**src/rtl/pulse_stretch_if.sv**
```systemverilog
// pulse_stretch_if: control, event and status bundle for the pulse stretcher.
// master drives en/retrig/len/clr/in and observes out/busy/drop; slave is the stretcher.
interface pulse_stretch_if #(
    parameter int DW = 1,
    parameter int CW = 8
);
    logic          en;
    logic          retrig;
    logic          clr;
    logic [CW-1:0] len;
    logic [DW-1:0] in;
    logic [DW-1:0] out;
    logic          busy;
    logic [DW-1:0] drop;
    modport master (output en, retrig, clr, len, in, input out, busy, drop);
    modport slave  (input en, retrig, clr, len, in, output out, busy, drop);
endinterface

```
**src/rtl/pulse_stretch.sv**
```systemverilog
// pulse_stretch: turns single-cycle pulses into registered windows of len cycles per channel.
// clk/nreset (async, active-low); ps carries en, retrig, len, clr, in -> out, busy, drop.
module pulse_stretch #(
    parameter int DW = 1,
    parameter int CW = 8
) (
    input logic           clk,
    input logic           nreset,
    pulse_stretch_if.slave ps
);
    typedef enum logic {IDLE = 1'b0, ACTIVE = 1'b1} state_t;
    state_t        state_q [DW];
    state_t        state_d [DW];
    logic [CW-1:0] cnt_q [DW];
    logic [CW-1:0] cnt_d [DW];
    logic [DW-1:0] drop_q, drop_d, out_w;
    logic [CW-1:0] lm1;
    // Reload value L-1, with len==0 behaving as a one-cycle window.
    assign lm1 = (ps.len == '0) ? '0 : ps.len - CW'(1);
    always_ff @(posedge clk or negedge nreset) begin
        if (!nreset) begin
            for (int k = 0; k < DW; k++) begin
                state_q[k] <= IDLE;
                cnt_q[k]   <= '0;
            end
            drop_q <= '0;
        end else begin
            for (int k = 0; k < DW; k++) begin
                state_q[k] <= state_d[k];
                cnt_q[k]   <= cnt_d[k];
            end
            drop_q <= drop_d;
        end
    end
    always_comb begin
        drop_d = drop_q & ~{DW{ps.clr}};
        for (int k = 0; k < DW; k++) begin
            state_d[k] = state_q[k];
            cnt_d[k]   = cnt_q[k];
            if (state_q[k] == IDLE) begin
                if (ps.in[k] && ps.en) begin
                    state_d[k] = ACTIVE;
                    cnt_d[k]   = lm1;
                end
            end else if (ps.in[k] && ps.en && (ps.retrig || cnt_q[k] == '0)) begin
                // Retrigger, or a pulse in the final cycle merging into a new window.
                cnt_d[k] = lm1;
            end else if (cnt_q[k] == '0) begin
                state_d[k] = IDLE;
            end else begin
                cnt_d[k] = cnt_q[k] - CW'(1);
                // Reaching here with an accepted pulse means retrig=0: discard it.
                if (ps.in[k] && ps.en) drop_d[k] = 1'b1;
            end
        end
    end
    always_comb begin
        out_w = '0;
        for (int k = 0; k < DW; k++) out_w[k] = (state_q[k] == ACTIVE);
    end
    assign ps.out  = out_w;
    assign ps.busy = |out_w;
    assign ps.drop = drop_q;
endmodule

```
**src/flat_wrapper.sv**
```systemverilog
// flat-port wrapper written by rule: the top's interface ports become plain ports
module pulse_stretch_flat 
#(
    parameter int DW = 1,
    parameter int CW = 8
)
  (clk, nreset, ps_en, ps_retrig, ps_clr, ps_len, ps_in, ps_out, ps_busy, ps_drop);
  pulse_stretch_if #(.DW(DW), .CW(CW)) ps_i ();
  input logic clk;
  input logic nreset;
  input wire logic [$bits(ps_i.en)-1:0] ps_en;
  input wire logic [$bits(ps_i.retrig)-1:0] ps_retrig;
  input wire logic [$bits(ps_i.clr)-1:0] ps_clr;
  input wire logic [$bits(ps_i.len)-1:0] ps_len;
  input wire logic [$bits(ps_i.in)-1:0] ps_in;
  output wire logic [$bits(ps_i.out)-1:0] ps_out;
  output wire logic [$bits(ps_i.busy)-1:0] ps_busy;
  output wire logic [$bits(ps_i.drop)-1:0] ps_drop;
  assign ps_i.en = ps_en;
  assign ps_i.retrig = ps_retrig;
  assign ps_i.clr = ps_clr;
  assign ps_i.len = ps_len;
  assign ps_i.in = ps_in;
  assign ps_out = ps_i.out;
  assign ps_busy = ps_i.busy;
  assign ps_drop = ps_i.drop;
  pulse_stretch #(.DW(DW), .CW(CW)) u_core (.clk(clk), .nreset(nreset), .ps(ps_i));
endmodule
```
**config.mk**
```make
export PLATFORM = sky130hd
export DESIGN_NAME = pulse_stretch_flat
export DESIGN_NICKNAME = d
export VERILOG_FILES = /design/src/rtl/pulse_stretch_if.sv /design/src/rtl/pulse_stretch.sv /design/src/flat_wrapper.sv
export SDC_FILE = /design/constraint.sdc
export NUM_CORES = 1
export LEC_CHECK = 0
export ABC_AREA = 1
export CORE_AREA = 5 5 62 64
export DETAILED_ROUTE_END_ITERATION = 16
export DIE_AREA = 0 0 67 69
export SYNTH_ARGS = -nofsm -noshare
export SYNTH_HDL_FRONTEND = slang
export SYNTH_SLANG_ARGS = --single-unit
```
**constraint.sdc**
```tcl
create_clock -name clk -period 4.28 [get_ports clk]
set_input_delay 0.428 -clock clk [delete_from_list [all_inputs] [get_ports clk]]
set_output_delay 0.428 -clock clk [all_outputs]
set_load 0.02 [all_outputs]
```
==> results.toml, run 1 <==
[yosys]
ys_warn_count = 0
synth_ff_type = "dfrtp_1"
synth-edff-count = 0
syn_area_per_cell_sq_um = 6.55
synth-seq-cells = 10
synth_fp_nets = 165
async_reset_ff_frac = 1.00
synth_cell_types = 23
synth_cells = 147
synth-seq-area-share = 0.260
syn_area_sq_um = 963

[worst_setup_path]
critical-path-top-delay-family = "buffers and inverters"
crit_path_end = "ps_out"
cp_num_buf_inv = 1
startpoint = "u_core.ps.busy"
cp_max_fo = 6
path_cells = "clkdlybuf4s50_1"
cp_slowest_cell = "clkdlybuf4s50_1"
worstSetupStartpointType = "flop"
required_ns = 3.85
r2r_cells = 11
slowest_delay_ns = 0.67
rr_endpoint = "u_core.cnt_q[6]"
r2r_start = "u_core.cnt_q[0]"
critPathArrivalTime_ns = 1.45
cp.depth = 1
critical_path_class = "reg2out"
critPathCaptureType = "primary output"
ff2ff_setup_slack_ns = 2.72

[die]
rows = 21
io-pin-count = 17
fp.coreArea_sq_mm = 0.00323
die_h_um = 69
die_area_sq_mm = 0.00462
start_util = 0.298
die_w_um = 67

[power]
power_uw = 494
p_leak_uw = 0.000629
vdd_drop_max_mv = 0.255
p_per_area_mw_per_mm2 = 410

[global_route]
grt_first_pass_wirelength_um = 3970
grt_usage = 0.106
use_met2 = 0.164
grt_antenna_before_repair = 0
first_global_vias = 941
busiest_layer = "met2"
use_met1 = 0.146
overflow = 0
grt_start_max_net_pins = 12
gr-usage-met3 = 0.0341

[timing]
setup_viol = 0
hold_viol = 0
skew_ns = 0.0115
tightest_slew_ns = 0.519
fin_crit_sh = 0.439
slew_headroom = 0.653
worst_slack_ns = 2.40
maxSlewViolCount = 0
whs_ns = 0.482
fmax_mhz = 532
rsz0062_at_grt = "no"
min_period_ns = 1.88
setup_tns_ns = 0

[clock_tree]
clk_pin_slew_worst_paths_ns = 0.08
cts_tree = "built"
clock_latency_ns = 0.27
cts.sink_count = 10
htreeDepth = 1
numCtsBuffers = 3
cts_hold_buf = 0
cts_buffer_depth = 2
cts_setup_buffers = 0
cts.repair.resized = 0
cts_root_buf = "clkbuf_4"

[finish]
antenna_cells = 0
seqCellArea_sq_um = 250
multi_input_area_sq_um = 611
fin_cells = 211
n_fill_cell = 355
final_cell_mix = "42 x nand2_1, 27 x nand3_1, 19 x inv_1, 16 x clkdlybuf4s50_1, 14 x nor2_1"
fin_nets = 184
syn_to_final_growth_pct = 25.1
final_common_cell = "nand2_1"
final_layout_size_suffix_gt1_frac = 0.127

[run_status]
outcome = "finished clean"

[detailed_routing]
vias_per_cell = 4.50
num_vias = 950
drt-initial-drc-count = 31
ant_nets = 0
first_pass_iters = 4
detail_route.wl_per_cell_um = 10.9
drcViolationCount = 0
finalWirelength_um = 2300

[placed_design]
io_buffers = 16
place_hpwl_um = 1820
place_ws_ns = 2.31
globalplace.congestion = 0.830
place_inst = 207

[run]
cap_viol_max_count = 0

[hold_path]
hp-class = "in2async"
## per-stage QoR
step,area (sq um),utilization
6_report,1200,0.373
2_1_floorplan,963,-
5_1_grt,1200,0.373
4_1_cts,1200,0.373
3_5_place_dp,1170,0.362
3_3_place_gp,1170,0.362
## synthesized netlist by cell type (2+ instances only)
| cell type | count | share of area |
|---|---|---|
| o21ai_1 | 2 | 0.010 |
| inv_2 | 5 | 0.019 |
| nor2_1 | 14 | 0.055 |
| a21oi_1 | 3 | 0.016 |
| ha_1 | 4 | 0.052 |
| dfrtp_1 | 10 | 0.26 |
| inv_1 | 19 | 0.074 |
| xor2_1 | 2 | 0.018 |
| nand3_1 | 27 | 0.14 |
| o21ai_0 | 2 | 0.010 |
| nor2_4 | 2 | 0.023 |
| nor2_2 | 2 | 0.013 |
| nand2_1 | 42 | 0.16 |
| nand2_4 | 4 | 0.047 |
## layer usage
| layer | part of all wire | vias to the layer above |
|---|---|---|
| li1 | - | 500 |
| met1 | 0.49 | 424 |
| met2 | 0.46 | 26 |
| met3 | 0.053 | 0 |
| met4 | 0 | 0 |
| met5 | 0 | - |
## cells by family after synthesis
family,Yosys count,share of synthesized area
buf+inv,26,0.106
simple gates,96,0.501
fa+ha+maj,4,0.0520
xor+xnor,3,0.0273
flops,10,0.260
compound gates,8,0.0532
## layout make-up
type,instances,area share
clock buffer,4,0.0301
inverter,24,0.0748
multi-input combinational,111,0.507
sequential,10,0.208
tap,46,0.0478
timing repair buffer,16,0.133
## registers in the layout (all words and copies together), names as in the netlist
signal and count:
u_core.ps.drop 1, u_core.cnt_q 8, u_core.ps.busy 1
## power by group
group | total [uW] | switching, uW | internal, uW
clock | 86.7 | 35.0 | 51.7
sequential | 172 | 39.7 | 132
combinational | 236 | 144 | 91.3
total | 494 | 219 | 275
## how the worst min path moves through the flow
stage          slack, ns  cells past startpoint               to
6_report            0.48                      1  u_core.cnt_q[5]
5_1_grt             0.54                      1  u_core.cnt_q[1]
4_1_cts             0.50                      1  u_core.cnt_q[5]
3_5_place_dp        0.51                      2  u_core.cnt_q[0]
3_3_place_gp        0.50                      2  u_core.cnt_q[0]
2_1_floorplan       0.13                      0  u_core.cnt_q[0]
Power figures use the tool's default switching activity.
==> run 2, diff against run 1 <==
==> constraint.sdc (replaced) <==
create_clock -name clk -period 1.71 [get_ports clk]
set_input_delay 0.171 -clock clk [delete_from_list [all_inputs] [get_ports clk]]
set_output_delay 0.171 -clock clk [all_outputs]
set_load 0.02 [all_outputs]
==> results.toml, run 2 (synthesis gave the netlist of run 1 again) <==
[run_status]
outcome = "finished clean"

[die]
die_w_um = 67
io-pin-count = 17
rows = 21
fp.coreArea_sq_mm = 0.00323
die_h_um = 69
die_area_sq_mm = 0.00462
start_util = 0.298

[timing]
setup_tns_ns = 0
tightest_slew_ns = 0.478
skew_ns = 0.000276
rsz0062_at_grt = "no"
hold_viol = 0
slew_headroom = 0.680
whs_ns = 0.222
fin_crit_sh = 0.899
maxSlewViolCount = 0
fmax_mhz = 651
setup_viol = 0
min_period_ns = 1.54

[global_route]
first_global_vias = 885
grt_antenna_before_repair = 0
grt_start_max_net_pins = 11
grt_usage = 0.105
overflow = 0
grt_first_pass_wirelength_um = 3780

[finish]
syn_to_final_growth_pct = 26.1
multi_input_area_sq_um = 611
fin_nets = 187
final_cell_mix = "42 x nand2_1, 27 x nand3_1, 19 x inv_1, 16 x clkdlybuf4s50_1, 14 x nor2_1"
regMostFlops = "u_core.cnt_q"
final_layout_size_suffix_gt1_frac = 0.144
n_fill_cell = 342
final_common_cell = "nand2_1"
antenna_cells = 0
largest_reg_flops = 8
seqCellArea_sq_um = 251

[clock_tree]
clock_latency_ns = 0.27
cts_root_buf = "clkbuf_4"
clk_pin_slew_worst_paths_ns = 0.06
htreeDepth = 1
cts.sink_count = 10
cts_hold_buf = 0
numCtsBuffers = 3
cts_tree = "built"
cts_buffer_depth = 2
cts_setup_buffers = 0

[worst_setup_path]
cp_slowest_cell = "clkdlybuf4s50_1"
critPathCaptureType = "primary output"
path_cells = "clkdlybuf4s50_1"
r2r_start = "u_core.cnt_q[0]"
rr_endpoint = "u_core.cnt_q[1]"
cp_num_buf_inv = 1
cp_max_fo = 6
slowest_delay_ns = 0.64
r2r_cells = 9
worstSetupStartpointType = "flop"
critPathArrivalTime_ns = 1.37
critical_path_class = "reg2out"
required_ns = 1.54
ff2ff_setup_slack_ns = 0.28
critical-path-top-delay-family = "buffers and inverters"

[detailed_routing]
finalWirelength_um = 2190
dr_wl_met3_um = 141
num_vias = 938
top_layer = "met4"
detail_route.wl_per_cell_um = 10.3
first_pass_iters = 4
ant_nets = 0
drt-initial-drc-count = 34
vias_per_cell = 4.40
met1Wirelength_um = 1030
drcViolationCount = 0
wl_met2_um = 992

[placed_design]
io_buffers = 16
globalplace.congestion = 0.808
place_hpwl_um = 1770

[power]
p_per_area_mw_per_mm2 = 979
vdd_drop_max_mv = 0.688
p_leak_uw = 0.000636

[run]
cap_viol_max_count = 0

[hold_path]
hp-class = "in2async"
[run 2: cell count changes in the layout (fill, tap and decap cells not counted), sizes merged]
cell | previous run | this run
clkbuf | 4 | 3
buf | 0 | 3
[run 2: layout make-up]
type                       instances  area share
multi-input combinational        111       0.503
sequential                        10       0.207
timing repair buffer              19       0.150
inverter                          24      0.0742
tap                               46      0.0474
clock buffer                       3      0.0185
[run 2: timing repair]
item / in CTS / in global routing
endpoints found under the hold margin: 0 / 0
endpoints found under the setup margin: 0 / 1
resized for setup: 0 / 1
[run 2: worst max path at each step]
stage | start | to | cells past startpoint
2_1_floorplan | u_core.cnt_q[0] | u_core.cnt_q[3] | 11
5_1_grt | u_core.ps.busy | ps_busy | 1
4_1_cts | u_core.ps.busy | ps_busy | 1
3_3_place_gp | ps_len[0] | u_core.cnt_q[2] | 9
6_report | u_core.ps.busy | ps_busy | 1
3_5_place_dp | ps_len[0] | u_core.cnt_q[2] | 9
[run 2: report_power, final]
part           switching [uW]  internal, uW  total (uW)
logic                     343           254         596
clock network            84.7          81.6         166
registers                95.1           332         427
[run 2: per-stage QoR]
step | util | std cells | power (uW) | instance area (sq um) | setup WS, ns
after CTS | 0.376 | 213 | 1200 | 1210 | 0.0592
after floorplan | - | 147 | 854 | 963 | 0.355
after global routing | 0.376 | 213 | 1320 | 1210 | 0.106
after global placement | 0.369 | 210 | 1020 | 1190 | 0.136
final | 0.376 | 213 | 1190 | 1210 | 0.173
after detailed placement | 0.369 | 210 | 1030 | 1190 | 0.118
[run 2: worst register-to-register path: cells and delay by family (launching register included)]
family,cells,cell delay (ns)
compound gates,1,0.06
fa+ha+maj,1,0.14
buf+inv,1,0.09
flops,1,0.39
simple gates,6,0.64
[run 2: routing by layer]
metal,up-vias,GRT usage
met5,-,0
met4,0,0.0338
met3,4,0.0292
met2,23,0.154
met1,408,0.146
li1,503,-
==> run 3, diff against run 2 <==
--- a/config.mk
+++ b/config.mk
@@ -9,6 +9,7 @@
 export CORE_AREA = 5 5 62 64
 export DETAILED_ROUTE_END_ITERATION = 16
 export DIE_AREA = 0 0 67 69
+export MAX_ROUTING_LAYER = met4
 export SYNTH_ARGS = -nofsm -noshare
 export SYNTH_HDL_FRONTEND = slang
 export SYNTH_SLANG_ARGS = --single-unit
==> results.toml, run 3 (synthesis gave the netlist of run 1 again) <==
[run_status]
outcome = "finished clean"

[worst_setup_path]
ff2ff_setup_slack_ns = 0.28
cp_max_fo = 6
worstSetupStartpointType = "flop"
critPathArrivalTime_ns = 1.37
cp.depth = 1
path_cells = "clkdlybuf4s50_1"
cp_slowest_cell = "clkdlybuf4s50_1"
critical_path_class = "reg2out"
required_ns = 1.54
crit_path_end = "ps_busy"
startpoint = "u_core.ps.busy"
rr_endpoint = "u_core.cnt_q[1]"
critical-path-top-delay-family = "buffers and inverters"
critPathCaptureType = "primary output"
cp_num_buf_inv = 1
r2r_start = "u_core.cnt_q[0]"
slowest_delay_ns = 0.64
r2r_cells = 9

[run]
cap_viol_max_count = 0

[timing]
fin_crit_sh = 0.899
whs_ns = 0.222
skew_ns = 0.000279
hold_viol = 0
setup_viol = 0
tightest_slew_ns = 0.478
min_period_ns = 1.54
setup_tns_ns = 0
fmax_mhz = 651
maxSlewViolCount = 0
slew_headroom = 0.680
rsz0062_at_grt = "no"

[detailed_routing]
detail_route.wl_per_cell_um = 10.3
wl_met2_um = 992
finalWirelength_um = 2190
met1Wirelength_um = 1030
vias_per_cell = 4.40
dr_wl_met3_um = 141
first_pass_iters = 4
num_vias = 938
drt-initial-drc-count = 32
ant_nets = 0
top_layer = "met4"
drcViolationCount = 0

[placed_design]
io_buffers = 16
place_hpwl_um = 1770
globalplace.congestion = 0.820

[finish]
final_cell_mix = "42 x nand2_1, 27 x nand3_1, 19 x inv_1, 16 x clkdlybuf4s50_1, 14 x nor2_1"
syn_to_final_growth_pct = 26.1
fin_nets = 187
seqCellArea_sq_um = 251
n_fill_cell = 342
largest_reg_flops = 8
regMostFlops = "u_core.cnt_q"
final_layout_size_suffix_gt1_frac = 0.144
final_common_cell = "nand2_1"
antenna_cells = 0
multi_input_area_sq_um = 611

[power]
vdd_drop_max_mv = 0.688
p_per_area_mw_per_mm2 = 979
p_leak_uw = 0.000636

[clock_tree]
cts_setup_buffers = 0
cts.sink_count = 10
clk_pin_slew_worst_paths_ns = 0.06
cts_buffer_depth = 2
clock_latency_ns = 0.27
cts_tree = "built"
htreeDepth = 1
cts_root_buf = "clkbuf_4"
cts.repair.resized = 0
cts_hold_buf = 0
numCtsBuffers = 3

[global_route]
grt_start_max_net_pins = 11
first_global_vias = 885
overflow = 0
grt_usage = 0.108
grt_antenna_before_repair = 0
grt_first_pass_wirelength_um = 3790

[die]
fp.coreArea_sq_mm = 0.00323
start_util = 0.298
die_area_sq_mm = 0.00462
die_w_um = 67
io-pin-count = 17
die_h_um = 69
rows = 21

[hold_path]
hp-class = "in2async"
==> run 3: cell counts in the layout (fill, tap and decap cells not counted) <==
Identical to the previous run, type by type.
==> run 3: worst min path at each step <==
stage,to,start,cells past startpoint
finish,u_core.cnt_q[7],nreset,1
global route,u_core.cnt_q[1],nreset,1
CTS,u_core.cnt_q[7],nreset,1
detailed placement,u_core.ps.drop,u_core.ps.drop,2
global placement,u_core.cnt_q[0],u_core.cnt_q[0],2
floorplan,u_core.cnt_q[0],nreset,0
==> run 3: power by group <==
group | internal (uW) | switching (uW) | leakage (uW)
combinational | 254 | 343 | 0.000510
clock | 81.6 | 84.7 | 0.0000138
sequential | 332 | 95.1 | 0.000112
total | 667 | 522 | 0.000636
==> run 3: area by class of cell <==
cell class	count	area share
Tap cell	46	0.0474
Multi-Input combinational cell	111	0.503
Sequential cell	10	0.207
Timing Repair Buffer	19	0.150
Clock buffer	3	0.0185
Inverter	24	0.0742
==> run 3: layer usage <==
layer | global-route usage | vias up
met5 | - | -
met1 | 0.146 | 408
met2 | 0.154 | 23
met4 | 0.0338 | 0
li1 | - | 503
met3 | 0.0292 | 4
==> run 3: metrics by stage <==
step                      setup slack [ns]   util  power, uW  instance area, sq um  cells
after floorplan                      0.355      -        854                   963    147
after global routing                 0.106  0.376       1320                  1210    213
after global placement               0.136  0.369       1020                  1190    210
after CTS                           0.0592  0.376       1200                  1210    213
after detailed placement             0.118  0.369       1030                  1190    210
final                                0.173  0.376       1190                  1210    213
